File: config.mk
export PLATFORM = sky130hd
export DESIGN_NAME = dec8_to_bin24
export DESIGN_NICKNAME = d
export VERILOG_FILES = /design/src/rtl/bcd_pkg.sv /design/src/rtl/bcd_mac10.sv /design/src/rtl/dec8_to_bin24.sv
export SDC_FILE = /design/constraint.sdc
export NUM_CORES = 1
export LEC_CHECK = 0
export CAP_MARGIN = 10
export CORE_MARGIN = 2
export CORE_UTILIZATION = 42
export DETAILED_ROUTE_END_ITERATION = 7
export SETUP_SLACK_MARGIN = 0.5
export SYNTH_ARGS = -nofsm -noshare
export SYNTH_HDL_FRONTEND = slang
export SYNTH_HIERARCHICAL = 1
export SYNTH_SLANG_ARGS = --single-unit
File: constraint.sdc
create_clock -name clk -period 3.6 [get_ports clk]
set_clock_uncertainty 0.05 [all_clocks]
set_input_delay 0.54 -clock clk [delete_from_list [all_inputs] [get_ports clk]]
set_output_delay 0.54 -clock clk [all_outputs]
set_load 0.05 [all_outputs]
File: src/rtl/bcd_pkg.sv
// rtl/bcd_pkg.sv - shared constants and types for packed-BCD to binary conversion
package bcd_pkg;

  localparam int BCD_W   = 4;
  localparam int BCD_MAX = 9;
  localparam int NDIG    = 8;
  localparam int BW      = 24;
  localparam int AW      = 27;

  typedef logic [BCD_W-1:0] bcd_digit_t;
  typedef logic [AW-1:0]    acc_t;

  localparam acc_t BIN_MAX = acc_t'((64'd1 << BW) - 64'd1);

endpackage

File: src/rtl/bcd_mac10.sv
// rtl/bcd_mac10.sv - combinational acc*10+d Horner step with non-BCD digit flag
module bcd_mac10
  import bcd_pkg::*;
(
  input  acc_t       acc,
  input  bcd_digit_t d,
  output acc_t       nxt,
  output logic       bad
);

  // acc*10 as (acc*8)+(acc*2); AW is wide enough that no wrap can occur
  assign nxt = (acc << 3) + (acc << 1) + acc_t'(d);
  assign bad = (d > bcd_digit_t'(BCD_MAX));

endmodule

File: src/rtl/dec8_to_bin24.sv
// rtl/dec8_to_bin24.sv - sequential 8-digit packed BCD to 24-bit binary converter,
// one digit per clock, MS digit first, with overflow saturation and bad-digit flag
module dec8_to_bin24
  import bcd_pkg::*;
(
  input  logic                  clk,
  input  logic                  rst_n,
  input  logic                  st,
  input  logic [NDIG*BCD_W-1:0] DEC,
  output logic [BW-1:0]         BIN,
  output logic                  busy,
  output logic                  done,
  output logic                  ovf,
  output logic                  err_dig
);

  logic [NDIG*BCD_W-1:0] shreg;
  acc_t                  acc;
  logic [3:0]            ptr;
  logic                  bad;

  bcd_digit_t digit;
  acc_t       nxt;
  logic       digit_bad;
  logic       err_fin;
  logic       ovf_fin;

  assign digit = shreg[NDIG*BCD_W-1 -: BCD_W];

  bcd_mac10 u_mac (
    .acc (acc),
    .d   (digit),
    .nxt (nxt),
    .bad (digit_bad)
  );

  // a bad digit masks overflow: the result is meaningless, so it is reported as error only
  assign err_fin = bad | digit_bad;
  assign ovf_fin = !err_fin && (nxt > BIN_MAX);

  always_ff @(posedge clk) begin
    if (!rst_n) begin
      shreg   <= '0;
      acc     <= '0;
      ptr     <= '0;
      bad     <= 1'b0;
      busy    <= 1'b0;
      done    <= 1'b0;
      BIN     <= '0;
      ovf     <= 1'b0;
      err_dig <= 1'b0;
    end else begin
      done <= 1'b0;
      if (st) begin
        shreg <= DEC;
        acc   <= '0;
        ptr   <= 4'(NDIG);
        busy  <= 1'b1;
        bad   <= 1'b0;
      end else if (busy) begin
        acc   <= nxt;
        shreg <= shreg << BCD_W;
        ptr   <= ptr - 4'd1;
        bad   <= err_fin;
        if (ptr == 4'd1) begin
          busy    <= 1'b0;
          done    <= 1'b1;
          err_dig <= err_fin;
          ovf     <= ovf_fin;
          if (err_fin)
            BIN <= '0;
          else if (ovf_fin)
            BIN <= {BW{1'b1}};
          else
            BIN <= nxt[BW-1:0];
        end
      end
    end
  end

endmodule

==> impl_metrics.ini, run 1 <==
[clock_network]
clk_path_buf_depth = 2
cts_buffers = 9
htreeDepth = 3
cts_tree = yes
cts_num_sinks = 91
clk_latency_ns = 0.35
postCtsHoldBufs = 0
root_buffer = clkbuf_16
clk_pin_slew_ns = 0.06

[timing]
setup_viol = 0
hold_viol = 0
fin_setup_tns_ns = 0
tightestPinTransition_ns = 1.10
fmax_mhz = 290
period_minus_slack_ns = 3.45
fin_crit_sh_pct = 95.8
setup_slack_ns = 0.152
whs_ns = 0.411
slew_headroom_pct = 26.7
drv_slew = 0
rsz0062_at_grt = yes

[route]
firstDrtPassIters = 4
ant_nets = 0
drt_iter0_drc = 179
drc = 0
routed_wl_um = 12600
viasPerCell = 5.26
avgRoutedWirePerCell_um = 15.5
vias = 4284

[global_route]
grt_max_degree = 67
gr-total-overflow = 0
grt_pass1_wl_um = 20900
top_usage_layer = met2
grt_pass1_vias = 4261
use_met3_pct = 4.68
met1_usage_pct = 23.1
grt_use_met2_pct = 30.5
antenna_found_initial = 0
grt_usage_pct = 18.3

[yosys]
synth_cells = 586
ys_warn_count = 6
synth_fp_nets = 673
synth_area_per_cell_um2 = 9.44
mappedNetlistArea_um2 = 5530

[critical_path]
max_stage_delay_ns = 0.60
cp_slowest_cell = fa_2
crit_path_end_kind = register
crit_fanout = 12
crit_top_cell = inv_2
crit_family = compound AO/OA/AOI/OAI gates
crit_type = register to register
crit_chain = inv_2 > fa_2 > inv_2 > ha_4 > a211oi_4 > o211ai_1 > and2_4 > nand4_1 > a21oi_2 > a221oi_2 > xnor2_1 > or3_4 > clkbuf_16 > o21ai_1 > mux2i_1
path_buf_inv = 3
worstSetupStartpointType = register
critPathArrivalTime_ns = 3.63
worst_ep_required_time_ns = 3.78

[placed_design]
port_buffers = 62
placed_area_um2 = 6180
dp_slack_ns = 0.171
hpwl_um = 8750
gp_congestion = 0.808

[die]
die_w_um = 119
die_area_um2 = 14100
initial_core_util_pct = 43.5
die_h_um = 119
io_pins = 63
core_um2 = 12700
rows = 41

[pwr]
power.net_switching_w = 0.000520
power_w = 0.00220
pwr-share-clk_pct = 42.3
power_frac_comb_pct = 10.0
p_leak_nw = 2.98
internal-power_w = 0.00168
sw_frac_of_total_pct = 23.6
pwr-share-seq_pct = 47.7
power_density_nw_per_um2 = 333
peakVddDrop_mv = 0.197

[cells_and_area]
area_growth_pct = 19.6
mostFrequentLayoutCell = dfxtp_1
layout-drive-gt1-share_pct = 14.6
stdcell_area_um2 = 6620
nets = 726
final_cell_mix = dfxtp_1, mux2i_1, nor2_1
num_antenna_cells = 0

[run]
drv_cap = 0

[min_path]
hold_path.class = register to register

[status]
status = completed
[worst min-delay path, delay by kind of cell (launching register included)]
family        cells  cell delay, ns
flops             1            0.31
mux               1            0.05
simple gates      1            0.05
[flip-flops by register name, indices dropped and copies added, names as in the netlist]
name     flops
ptr          4
acc         26
shreg       32
bad          1
ovf          1
done         1
BIN         24
err_dig      1
busy         1
[per-stage QoR]
step	utilization, %	instances
floorplan	-	586
global placement	48.6	791
detailed placement	48.6	791
CTS	51.5	813
global route	52.0	815
finish	52.0	815
[final timing paths]
check / start / slack (ns) / cells after the start / end
min reg2reg: err_dig$_SDFFE_PN0P_ / 0.41 / 2 / err_dig$_SDFFE_PN0P_
max: acc[2]$_SDFFE_PP0P_ / 0.15 / 15 / BIN[2]$_SDFFE_PN0P_
min: err_dig$_SDFFE_PN0P_ / 0.41 / 2 / err_dig$_SDFFE_PN0P_
max reg2reg: acc[2]$_SDFFE_PP0P_ / 0.15 / 15 / BIN[2]$_SDFFE_PN0P_
[power groups by stage]
stage,Clock (W),Combinational [W],Sequential [W]
after floorplan,0,0.000154,0.00107
after global placement,0,0.000211,0.00107
after detailed placement,0,0.000217,0.00107
after CTS,0.000959,0.000219,0.00105
after global routing,0.00101,0.000239,0.00105
final,0.000933,0.000220,0.00105
[per-layer routing]
| layer | wire (µm) | share of wire (%) |
|---|---|---|
| met5 | 0 | 0 |
| met4 | 201 | 1.6 |
| met3 | 475 | 3.8 |
| met2 | 6090 | 48 |
| met1 | 5880 | 46 |
[area by class of cell]
class | instances | area, µm²
clock buffer | 9 | 225
clock inverter | 6 | 66.3
fill | 1209 | 6100
inverter | 14 | 52.6
multi-input combinational | 445 | 3470
sequential | 91 | 1830
tap | 172 | 215
timing repair buffer | 78 | 766
[timing repair]
action	4_1_cts	5_1_grt
buffers inserted	7	1
setup endpoints to repair	25	30
gates cloned	0	1
pin swaps	5	8
gates resized for setup	9	10
No activity file was read; power rests on OpenSTA's default activity.
==> run 2: changes to the inputs <==
- CORE_ASPECT_RATIO: default -> 1.5
- clock period: 3.6 -> 2.9 ns (I/O delays scaled with it)
==> run 2 against run 1 <==
  * The flow now finishes with violations (negative setup slack)
  * Design area rose by 12%
  * Largest cell class unchanged
  * Core utilization rose by 5.0 points
  * Sequential power rose by 25%
  * Routed wire length rose by 7.1%
  * Non-clock buffer count rose by 66
  * Total power rose by 29%
  * Hold slack improved by 0.0020 ns
==> impl_metrics.ini, run 2 (same netlist as run 1, synthesis figures left out) <==
[status]
status = complete, but fails checks
failed_checks = negative setup slack

[timing]
period_minus_slack_ns = 3.37
fin_setup_tns_ns = -11.19
setup_viol = 29
drv_slew = 0
fin_crit_sh_pct = 116
fmax_mhz = 297
rsz0062_at_grt = yes
tightestPinTransition_ns = 0.593
setup_slack_ns = -0.470
hold_viol = 0
slew_headroom_pct = 60.2

[critical_path]
worst_ep_required_time_ns = 3.07
cp_slowest_cell = fa_1
r2r_end = BIN[13]$_SDFFE_PN0P_
reg2reg_depth = 15
crit_family = compound AO/OA/AOI/OAI gates
crit_top_cell = inv_2
path_buf_inv = 3
crit_path_end_kind = register
crit_type = register to register
timing.rr.start = acc[0]$_SDFFE_PP0P_
crit_fanout = 5
reg2reg_slack_ns = -0.47
critPathArrivalTime_ns = 3.54
worstSetupStartpointType = register
crit_chain = inv_2 > fa_1 > inv_2 > ha_4 > a211oi_4 > o211ai_1 > and2_4 > nand4_1 > a21oi_2 > a221oi_2 > xnor2_1 > or3_4 > buf_4 > o21ai_1 > mux2i_1
max_stage_delay_ns = 0.59
crit_start = acc[0]$_SDFFE_PP0P_

[route]
avgRoutedWirePerCell_um = 15.6
firstDrtPassIters = 4
drt_iter0_drc = 106
vias = 4580
ant_nets = 0
viasPerCell = 5.27
drc = 0
routed_wl_um = 13500

[clock_network]
root_buffer = clkbuf_16
cts_buffers = 9
clk_latency_ns = 0.35
clk_pin_slew_ns = 0.07
cts_num_sinks = 91
postCtsHoldBufs = 0
cts_tree = yes
clk_path_buf_depth = 2
htreeDepth = 3

[global_route]
grt_pass1_vias = 4607
gr-total-overflow = 0
grt_max_degree = 40
grt_usage_pct = 19.3
grt_pass1_wl_um = 22100
antenna_found_initial = 0

[pwr]
p_leak_nw = 3.46
power_density_nw_per_um2 = 386
peakVddDrop_mv = 0.343

[min_path]
hold_path.class = register to register
hold-path-endpoint = BIN[10]$_SDFFE_PN0P_
whs_path_depth = 2
min_from = BIN[10]$_SDFFE_PN0P_

[cells_and_area]
top_register = shreg
layout-drive-gt1-share_pct = 27.2
final_cell_mix = dfxtp_1, mux2i_1, nor2_1
largest_reg_flops = 32
area_growth_pct = 33.6
top_regs = shreg (32), acc (26), BIN (24)
fillers = 1158
num_antenna_cells = 0
stdcell_count = 869
mostFrequentLayoutCell = dfxtp_1
nets = 792

[die]
die_area_um2 = 14100
die_w_um = 97.7
die_h_um = 145
core_um2 = 13000
initial_core_util_pct = 42.7
io_pins = 63
rows = 51

[placed_design]
dp_cells = 843
hpwl_um = 9980
gp_congestion = 0.888
port_buffers = 62

[run]
drv_cap = 0
## run 2: worst max-delay path by stage
stage                                end  slack (ns)  cells after the start
floorplan            BIN[1]$_SDFFE_PN0P_       -0.29                     15
global placement    BIN[19]$_SDFFE_PN0P_       -0.38                     14
detailed placement  BIN[19]$_SDFFE_PN0P_       -0.45                     15
CTS                 BIN[12]$_SDFFE_PN0P_       -0.40                     15
global route        BIN[11]$_SDFFE_PN0P_       -0.66                     15
finish              BIN[13]$_SDFFE_PN0P_       -0.47                     15
## run 2: power breakdown
group	total (W)	internal (W)	switching [W]	leakage [nW]
Combinational	0.000276	0.000150	0.000127	2.57
Sequential	0.00131	0.00128	0.0000271	0.741
Clock	0.00126	0.000694	0.000570	0.156
## run 2: cell type report
type / instances / area, µm² / area share [%]
tap: 159 / 199 / 2.69
sequential: 91 / 1830 / 24.7
clock inverter: 7 / 90.1 / 1.22
multi-input combinational: 445 / 3740 / 50.6
clock buffer: 9 / 225 / 3.05
inverter: 14 / 52.6 / 0.711
timing repair buffer: 144 / 1260 / 17.0
## run 2: per-stage QoR
step / total power (W) / util (%) / instance area, µm² / setup WS, ns / hold slack [ns]
after floorplan: 0.00152 / - / 5570 / -0.293 / 0.415
after global placement: 0.00161 / 51.4 / 6660 / -0.382 / 0.398
after CTS: 0.00289 / 55.4 / 7180 / -0.405 / 0.418
after global routing: 0.00296 / 57.1 / 7390 / -0.659 / 0.439
final: 0.00285 / 57.1 / 7390 / -0.470 / 0.413
after detailed placement: 0.00161 / 51.4 / 6660 / -0.454 / 0.408
## run 2: timing repair
action	in CTS	in global routing
pin swaps	15	27
resized for setup	35	35
buffers inserted	8	2
setup endpoints to repair	43	45
## run 2: worst register-to-register path, cell delays in order (launching register included)
cell and delay, ns:
dfxtp_2 0.36, inv_2 0.04, fa_1 0.59, inv_2 0.06
ha_4 0.22, a211oi_4 0.22, o211ai_1 0.15, and2_4 0.17
nand4_1 0.11, a21oi_2 0.08, a221oi_2 0.29, xnor2_1 0.13
or3_4 0.40, buf_4 0.18, o21ai_1 0.13, mux2i_1 0.08
## run 2: routing by layer
layer	up-vias	GRT usage, %	share of wire, %
met4	0	6.36	1.8
met5	-	0	0
met2	65	36.8	54
met3	17	3.38	2.7
li1	2289	-	-
met1	2209	21.6	42
